### src/rtl/regfile_reader.sv
// Sweeps an inclusive register range two at a time through both read ports
// and streams (index, value) beats out over a valid/ready handshake.
module regfile_reader #(
    parameter int WIDTH = 32
) (
    input  logic             clk,
    input  logic             reset,
    input  logic             start,
    input  logic [3:0]       first_addr,
    input  logic [3:0]       last_addr,
    output logic [3:0]       ra1,
    output logic [3:0]       ra2,
    input  logic [WIDTH-1:0] rd1,
    input  logic [WIDTH-1:0] rd2,
    output logic             out_valid,
    input  logic             out_ready,
    output logic [3:0]       out_addr,
    output logic [WIDTH-1:0] out_data,
    output logic             busy,
    output logic             done
);

    localparam logic [2:0] S_IDLE   = 3'd0;
    localparam logic [2:0] S_READ   = 3'd1;
    localparam logic [2:0] S_EMIT_A = 3'd2;
    localparam logic [2:0] S_EMIT_B = 3'd3;
    localparam logic [2:0] S_DONE   = 3'd4;

    logic [2:0]       state_q, state_d;
    logic [3:0]       cur_q, cur_d;
    logic [3:0]       last_q, last_d;
    logic [3:0]       ra1_q, ra1_d;
    logic [3:0]       ra2_q, ra2_d;
    logic [WIDTH-1:0] buf_a_q, buf_a_d;
    logic [WIDTH-1:0] buf_b_q, buf_b_d;

    always_comb begin
        state_d = state_q;
        cur_d   = cur_q;
        last_d  = last_q;
        ra1_d   = ra1_q;
        ra2_d   = ra2_q;
        buf_a_d = buf_a_q;
        buf_b_d = buf_b_q;
        case (state_q)
            S_IDLE: begin
                if (start) begin
                    if (first_addr <= last_addr) begin
                        cur_d   = first_addr;
                        last_d  = last_addr;
                        ra1_d   = first_addr;
                        ra2_d   = first_addr + 4'd1;
                        state_d = S_READ;
                    end else begin
                        state_d = S_DONE;
                    end
                end
            end
            S_READ: begin
                buf_a_d = rd1;
                buf_b_d = rd2;
                state_d = S_EMIT_A;
            end
            S_EMIT_A: begin
                if (out_ready) begin
                    state_d = (cur_q == last_q) ? S_DONE : S_EMIT_B;
                end
            end
            S_EMIT_B: begin
                if (out_ready) begin
                    // ra2 may wrap past 15 here; that beat is never emitted
                    if (cur_q + 4'd1 == last_q) begin
                        state_d = S_DONE;
                    end else begin
                        cur_d   = cur_q + 4'd2;
                        ra1_d   = cur_q + 4'd2;
                        ra2_d   = cur_q + 4'd3;
                        state_d = S_READ;
                    end
                end
            end
            S_DONE: begin
                state_d = S_IDLE;
            end
            default: begin
                state_d = S_IDLE;
            end
        endcase
    end

    always_ff @(posedge clk) begin
        if (reset) begin
            state_q <= S_IDLE;
            cur_q   <= '0;
            last_q  <= '0;
            ra1_q   <= '0;
            ra2_q   <= '0;
            buf_a_q <= '0;
            buf_b_q <= '0;
        end else begin
            state_q <= state_d;
            cur_q   <= cur_d;
            last_q  <= last_d;
            ra1_q   <= ra1_d;
            ra2_q   <= ra2_d;
            buf_a_q <= buf_a_d;
            buf_b_q <= buf_b_d;
        end
    end

    assign ra1       = ra1_q;
    assign ra2       = ra2_q;
    assign out_valid = (state_q == S_EMIT_A) || (state_q == S_EMIT_B);
    assign out_addr  = (state_q == S_EMIT_B) ? cur_q + 4'd1 : cur_q;
    assign out_data  = (state_q == S_EMIT_B) ? buf_b_q : buf_a_q;
    assign busy      = (state_q == S_READ) || out_valid;
    assign done      = (state_q == S_DONE);

endmodule

### config.mk
export PLATFORM = sky130hd
export DESIGN_NAME = regfile_reader
export DESIGN_NICKNAME = d
export VERILOG_FILES = /design/src/rtl/regfile_reader.sv
export SDC_FILE = /design/constraint.sdc
export NUM_CORES = 1
export LEC_CHECK = 0
export BUFFER_PORTS_ARGS = -buffer_cell sky130_fd_sc_hd__buf_2
export CORE_ASPECT_RATIO = 1.2
export CORE_UTILIZATION = 54
export CTS_CLUSTER_DIAMETER = 80
export CTS_CLUSTER_SIZE = 20
export DETAILED_ROUTE_END_ITERATION = 10
export PLACE_DENSITY_LB_ADDON = 0.3
export SYNTH_ARGS = -nofsm -noshare
export SYNTH_HDL_FRONTEND = slang
export SYNTH_SLANG_ARGS = --single-unit
### constraint.sdc
create_clock -name clk -period 4.3 [get_ports clk]
set_input_delay 0.645 -clock clk [delete_from_list [all_inputs] [get_ports clk]]
set_output_delay 0.645 -clock clk [all_outputs]
set_load 0.01 [all_outputs]
# Yosys cells after proc, flatten, opt, wreduce, memory -nomap -nowiden
# Cells that the tools add are included.
[word_totals] latchBits=0 romBits=0 output_inout_bits=47 mem_bits_rw=0 n_memories=0 inputBits=76 ff_bits=79 wordCells=48
[op_classes] n_mul=0 addsub=4 div_mod_pow=0 bitwise_logic=0 order_cmp=1 muxes=19 shifts=0 n_reduce_logical=7 eq_ne=11
[op_table] cell="$mux W4" count=9
[op_table] cell="$mux W32" count=1
[op_table] cell="$mux W3" count=6
[op_table] cell="$pmux W4 S2" count=2
[op_table] cell="$pmux W3 S4" count=1
[op_table] cell="$ne A2 B2 Y1 const B" count=5
[op_table] cell="$add A4 B1 Y4 const B" count=2
[op_table] cell="$add A4 B2 Y4 const B" count=2
[op_table] cell="$eq A4 B4 Y1" count=2
[op_table] cell="$eq A3 B2 Y1 const B" count=2
[op_table] cell="$reduce_and A3 Y1" count=2
[op_table] cell="$reduce_and A5 Y1" count=1
[op_table] cell="$le A4 B4 Y1" count=1
[op_table] cell="$eq A3 B1 Y1 const B" count=1
[op_table] cell="$eq A3 B3 Y1 const B" count=1
[op_table] cell="$logic_not A3 Y1" count=1
[op_table] cell="$logic_or A1 B1 Y1" count=2
[op_table] cell="$reduce_bool A2 Y1" count=1

# Logic depth before layout (Yosys ltp)
[depth] word_depth=5 mapped_depth=9 mapped_depth_nobuf=7

# Least setup slack after synthesis
# Ideal clock, no wire load.
[synth_timing] path_type="input -> register" startpoint="input port last_addr[3]" endpoint="register ra1_q[2] (netlist: ra1[2])" stages=8 path_slack_ns=2.218 t_required_ns=4.230 arrival_time_ns=2.012 setup_ns=0.070 n_path_buf=1 path_cell_list="inv_1 ha_1 a21oi_1 and3_1 o211ai_1 clkbuf_1 nand3_1 a21oi_1"
[synth_between] elab_chain_cells=3
[synth_rtl] element="start: declaration" line="10" text="input logic [3:0] last_addr,"
[synth_rtl] element="$le A4 B4 Y1" line="48" text="if (first_addr <= last_addr) begin"
[synth_rtl] element="$ne A2 B2 Y1 (no line)"
[synth_rtl] element="$reduce_and A5 Y1 (no line)"
[synth_rtl] element="end signal: assignment" line="104" text="ra1_q <= ra1_d;"
[synth_rtl] element="end: declaration" line="32" text="logic [3:0] ra1_q, ra1_d;"
# No other way between the ends.
# A chain may end at the register's enable or synchronous reset.

# Final worst setup path
[layout_timing] startpoint="register state_q[1]" endpoint="output port out_addr[1]"
[layout_between] elab_chain_cells=2
[layout_rtl] element="start: declaration" line="29" text="logic [2:0] state_q, state_d;"
[layout_rtl] element="start signal: assignment" line="101" text="state_q <= state_d;"
[layout_rtl] element="$eq A3 B2 Y1" line="114" text="assign out_addr = (state_q == S_EMIT_B) ? cur_q + 4'd1 : cur_q;"
[layout_rtl] element="$mux W4" line="114"
[layout_rtl] element="end: declaration" line="17" text="output logic [3:0] out_addr,"
# No other way between the ends.

==> tab_implementation.tex <==
\begin{tabular}{lr}
\hline
Metric & Value \\
\hline
\multicolumn{2}{l}{\textbf{Layout}} \\
\quad Multi-input logic area & around 1900 µm² \\
\quad Synthesis-to-layout area growth & 21.41\% \\
\quad Fillers & 591 \\
\quad Final Instance Count excl. Fillers & about 710 \\
\quad Design Area, Final & roughly 4500 µm² \\
\quad Fraction of layout cells with a size suffix above 1 & between 20\% and 30\% \\
\quad Register cell area after layout & about 1600 µm² \\
\quad NumNets Final & about 700 \\
\quad Number of diodes & 0 \\
\multicolumn{2}{l}{\textbf{Yosys}} \\
\quad Main synth FF type & sky130\_fd\_sc\_hd\_\_dfxtp\_1 \\
\quad Post-synth EDFFs & 0 \\
\quad Distinct cell type count after synthesis & 37 \\
\quad Top cells by count, synth & sky130\_fd\_sc\_hd\_\_nand2\_1, sky130\_fd\_sc\_hd\_\_a21oi\_1, sky130\_fd\_sc\_hd\_\_dfxtp\_1 \\
\quad Top-count cell post-synth & sky130\_fd\_sc\_hd\_\_nand2\_1 \\
\quad Synth Instances & $\sim$520 \\
\quad Post-Synthesis Mean Instance Area & 7.088 µm² \\
\quad Synthesized cell area & 3700 µm² \\
\quad Share of the synthesized area in the top cell type & a little over two fifths \\
\quad Post-synthesis net count & around 610 \\
\quad Area leader, netlist & sky130\_fd\_sc\_hd\_\_dfxtp\_1 \\
\quad Number of warning messages in the yosys log & 0 \\
\quad Top area cells in the synthesized netlist & sky130\_fd\_sc\_hd\_\_dfxtp\_1, sky130\_fd\_sc\_hd\_\_nand2\_1, sky130\_fd\_sc\_hd\_\_a21oi\_1 \\
\quad FFs w/ async S/R, synth & 0\% \\
\quad Register bit count reported by yosys & around 80 \\
\quad Sequential share of the synthesized area & a little over two fifths \\
\multicolumn{2}{l}{\textbf{STA}} \\
\quad Fin worst setup slack & 1.365 ns \\
\quad Period utilization & about 68\% \\
\quad Unrepaired setup endpoints after global routing & false \\
\quad Final-layout setup total negative slack & 0 ns \\
\quad Maximum clock frequency & about 340 MHz \\
\quad Final Skew & between 0.009 and 0.01 ns \\
\quad Crit path time final & 2.935 ns \\
\quad Final Slew Violations & 0 \\
\quad Max-slew headroom at the worst pin & 22.10\% \\
\quad Transition at the pin with the smallest max-transition slack & about 1.2 ns \\
\quad Count of final hold-check violations & 0 \\
\quad Hold\_ws & between 0.4 and 0.5 ns \\
\quad Setup-violating endpoint count in the final report & 0 \\
\multicolumn{2}{l}{\textbf{Status}} \\
\quad Status & complete, no violations \\
\multicolumn{2}{l}{\textbf{Hold path}} \\
\quad Class of the tightest hold or removal check & reg -> reg \\
\multicolumn{2}{l}{\textbf{Placement}} \\
\quad Dpl cells & roughly 700 \\
\quad RePlAce Congestion & approximately 0.86 \\
\quad Port bufs & $\sim$120 \\
\quad Pre-CTS setup slack & 1.619 ns \\
\quad Post-Place Cell Area & 4292 µm² \\
\quad Hpwl dp & approximately 6300 µm \\
\multicolumn{2}{l}{\textbf{Clock network}} \\
\quad Clock network latency to the later pin of the worst-skew pair & approximately 0.34 ns \\
\quad Level count of the clock H-tree & 3 \\
\quad Clock slew at the register clock pins of the worst setup and hold paths & about 0.080 ns \\
\quad CTS hold repair buffers & 0 \\
\quad PostCTS Resize Cnt & 0 \\
\quad Number of CTS-inserted buffers & 9 \\
\quad Number of buffers inserted to repair setup after CTS & 0 \\
\quad CTS Root Buffer Type & sky130\_fd\_sc\_hd\_\_clkbuf\_8 \\
\quad Max clock buf depth & 2 \\
\quad CTS tree & done \\
\quad Clock net sink count & just under 80 \\
\multicolumn{2}{l}{\textbf{GRT}} \\
\quad Largest net degree at the start of global routing & 65 \\
\quad Total grt overflow & 0 \\
\quad Vias in the first global route & $\sim$3700 \\
\quad Antenna violations before repair & 0 \\
\quad First-pass GRT wire length & $\sim$16000 µm \\
\quad Overall Global Routing Usage & between 20\% and 30\% \\
\multicolumn{2}{l}{\textbf{Drt}} \\
\quad Via count & 3786 \\
\quad Antenna violation net count after detailed routing & 0 \\
\quad Vias/cell & between 5 and 6 \\
\quad DRC Markers & 0 \\
\quad DRC marker count from the first detailed-route iteration & 150 \\
\quad Total iterations of the first detailed-routing run & 4 \\
\quad Routed length per instance & approximately 13 µm \\
\quad Routed WL & about 9300 µm \\
\multicolumn{2}{l}{\textbf{Worst setup path}} \\
\quad Data arrival time of the worst path & between 2 and 2.5 ns \\
\quad Kind of capture point of the worst setup path & output port \\
\quad Critical path cell sequence & nand2b\_2, inv\_2, and2\_2, buf\_4, nand2\_1, o21ai\_0, buf\_2 \\
\quad CP Buf/Inv Count & 3 \\
\quad CP max stage cell & sky130\_fd\_sc\_hd\_\_and2\_2 \\
\quad Worst Path Class, Setup & reg -> out \\
\quad Data required, critical path & approximately 3.7 ns \\
\quad Max FO, Critical Path & 28 \\
\quad Cell type group with the largest total delay on the critical path & simple AND/OR/NAND/NOR gates \\
\quad Longest individual stage delay on the worst path & about 0.53 ns \\
\quad Startpoint kind of the worst setup timing path & flip-flop \\
\multicolumn{2}{l}{\textbf{Floorplanning}} \\
\quad Starting Density & 56.69\% \\
\quad Height of the chip & about 93 µm \\
\quad Width of the die & 77.56 µm \\
\quad Area of the die & between 7000 and 8000 µm² \\
\quad IO Pins & between 100 and 150 \\
\quad Std-Cell Rows & 32 \\
\quad Core ar. & 6526 µm² \\
\multicolumn{2}{l}{\textbf{Pwr}} \\
\quad Power per Cell Area & approximately 410 nW/µm² \\
\quad Peak supply drop & around 0.33 mV \\
\quad Leakage power figure & about 2.0 nW \\
\multicolumn{2}{l}{\textbf{Run}} \\
\quad Max-cap violations & 0 \\
\hline
\end{tabular}
path summary, 6_finish.rpt:
kind / from / endpoint / slack [ns] / depth (start not counted)
worst min-delay path: buf_b_q[24]$_SDFFE_PP0N_ / buf_b_q[24]$_SDFFE_PP0N_ / 0.46 / 2
worst min register to register: buf_b_q[24]$_SDFFE_PP0N_ / buf_b_q[24]$_SDFFE_PP0N_ / 0.46 / 2
worst max register to register: state_q[1]$_SDFFE_PP0P_ / ra1[2]$_SDFFE_PP0P_ / 1.89 / 7
worst max-delay path: state_q[1]$_SDFFE_PP0P_ / out_addr[1] / 1.37 / 7
routing by layer:
layer	vias to the layer above	wire (µm)	GRT usage, %
met5	-	0	0
met4	0	233	12.11
met3	22	429	4.532
met2	129	4696	50.74
met1	1743	3963	30.16
li1	1892	-	-
per-stage QoR:
stage	utilization [%]	power, mW
floorplan	-	1.174
global placement	65.76	1.304
detailed placement	65.76	1.320
CTS	68.83	1.855
global route	68.83	1.957
finish	68.83	1.844
cell families (layout without fill, tap and decap cells):
logic type | count (synthesis) | count (layout) | synth area share (%)
AOI/OAI and AO/OA | 98 | 98 | 15.18
xor gates and xnor gates | 15 | 15 | 4.160
adders and majority gates | 9 | 9 | 3.044
buffers and inverters | 44 | 149 | 5.039
DFF | 79 | 79 | 42.75
muxes | 1 | 1 | 0.3043
and+or+nand+nor | 276 | 276 | 29.52
flip-flops by register name, summed over array words and instances, names as in the netlist:
signal,cells
last_q,4
ra2,4
buf_b_q,32
ra1,4
buf_a_q,32
state_q,3
tightest hold or removal path: stages (launching register included):
cell and delay [ns]:
sky130_fd_sc_hd__dfxtp_1 0.31, sky130_fd_sc_hd__nand2_1 0.05, sky130_fd_sc_hd__a21oi_1 0.05
final cells by class:
cell class,count,share of cell area (%)
Clock inverter,4,0.7799
Sequential cell,79,35.21
Tap cell,85,2.368
Timing Repair Buffer,126,14.26
Multi-Input combinational cell,399,43.12
Clock buffer,12,3.677
Inverter,7,0.5850
where the power goes:
group	total, mW	internal (mW)	switching (mW)
clock	0.542	0.264	0.278
combinational	0.440	0.171	0.269
sequential	0.862	0.807	0.0552
total	1.84	1.24	0.603
layout by cell type (no fill, tap or decap), types with 2 or more instances in the layout:
cell type and count:
sky130_fd_sc_hd__nand2b_1 2, sky130_fd_sc_hd__a31oi_1 2, sky130_fd_sc_hd__o21ai_0 4, sky130_fd_sc_hd__clkbuf_8 12, sky130_fd_sc_hd__inv_6 2, sky130_fd_sc_hd__xnor2_2 2, sky130_fd_sc_hd__xnor2_1 9, sky130_fd_sc_hd__clkinv_4 2
sky130_fd_sc_hd__o221ai_1 5, sky130_fd_sc_hd__ha_1 9, sky130_fd_sc_hd__nand3_1 11, sky130_fd_sc_hd__a21oi_1 79, sky130_fd_sc_hd__nand2_1 242, sky130_fd_sc_hd__and2_2 2, sky130_fd_sc_hd__nor2_1 7, sky130_fd_sc_hd__buf_4 4
sky130_fd_sc_hd__nor3_1 3, sky130_fd_sc_hd__inv_1 6, sky130_fd_sc_hd__xor2_1 3, sky130_fd_sc_hd__buf_2 122, sky130_fd_sc_hd__dfxtp_1 79, sky130_fd_sc_hd__o211ai_1 2
No activity file was read; power rests on OpenSTA's default activity.
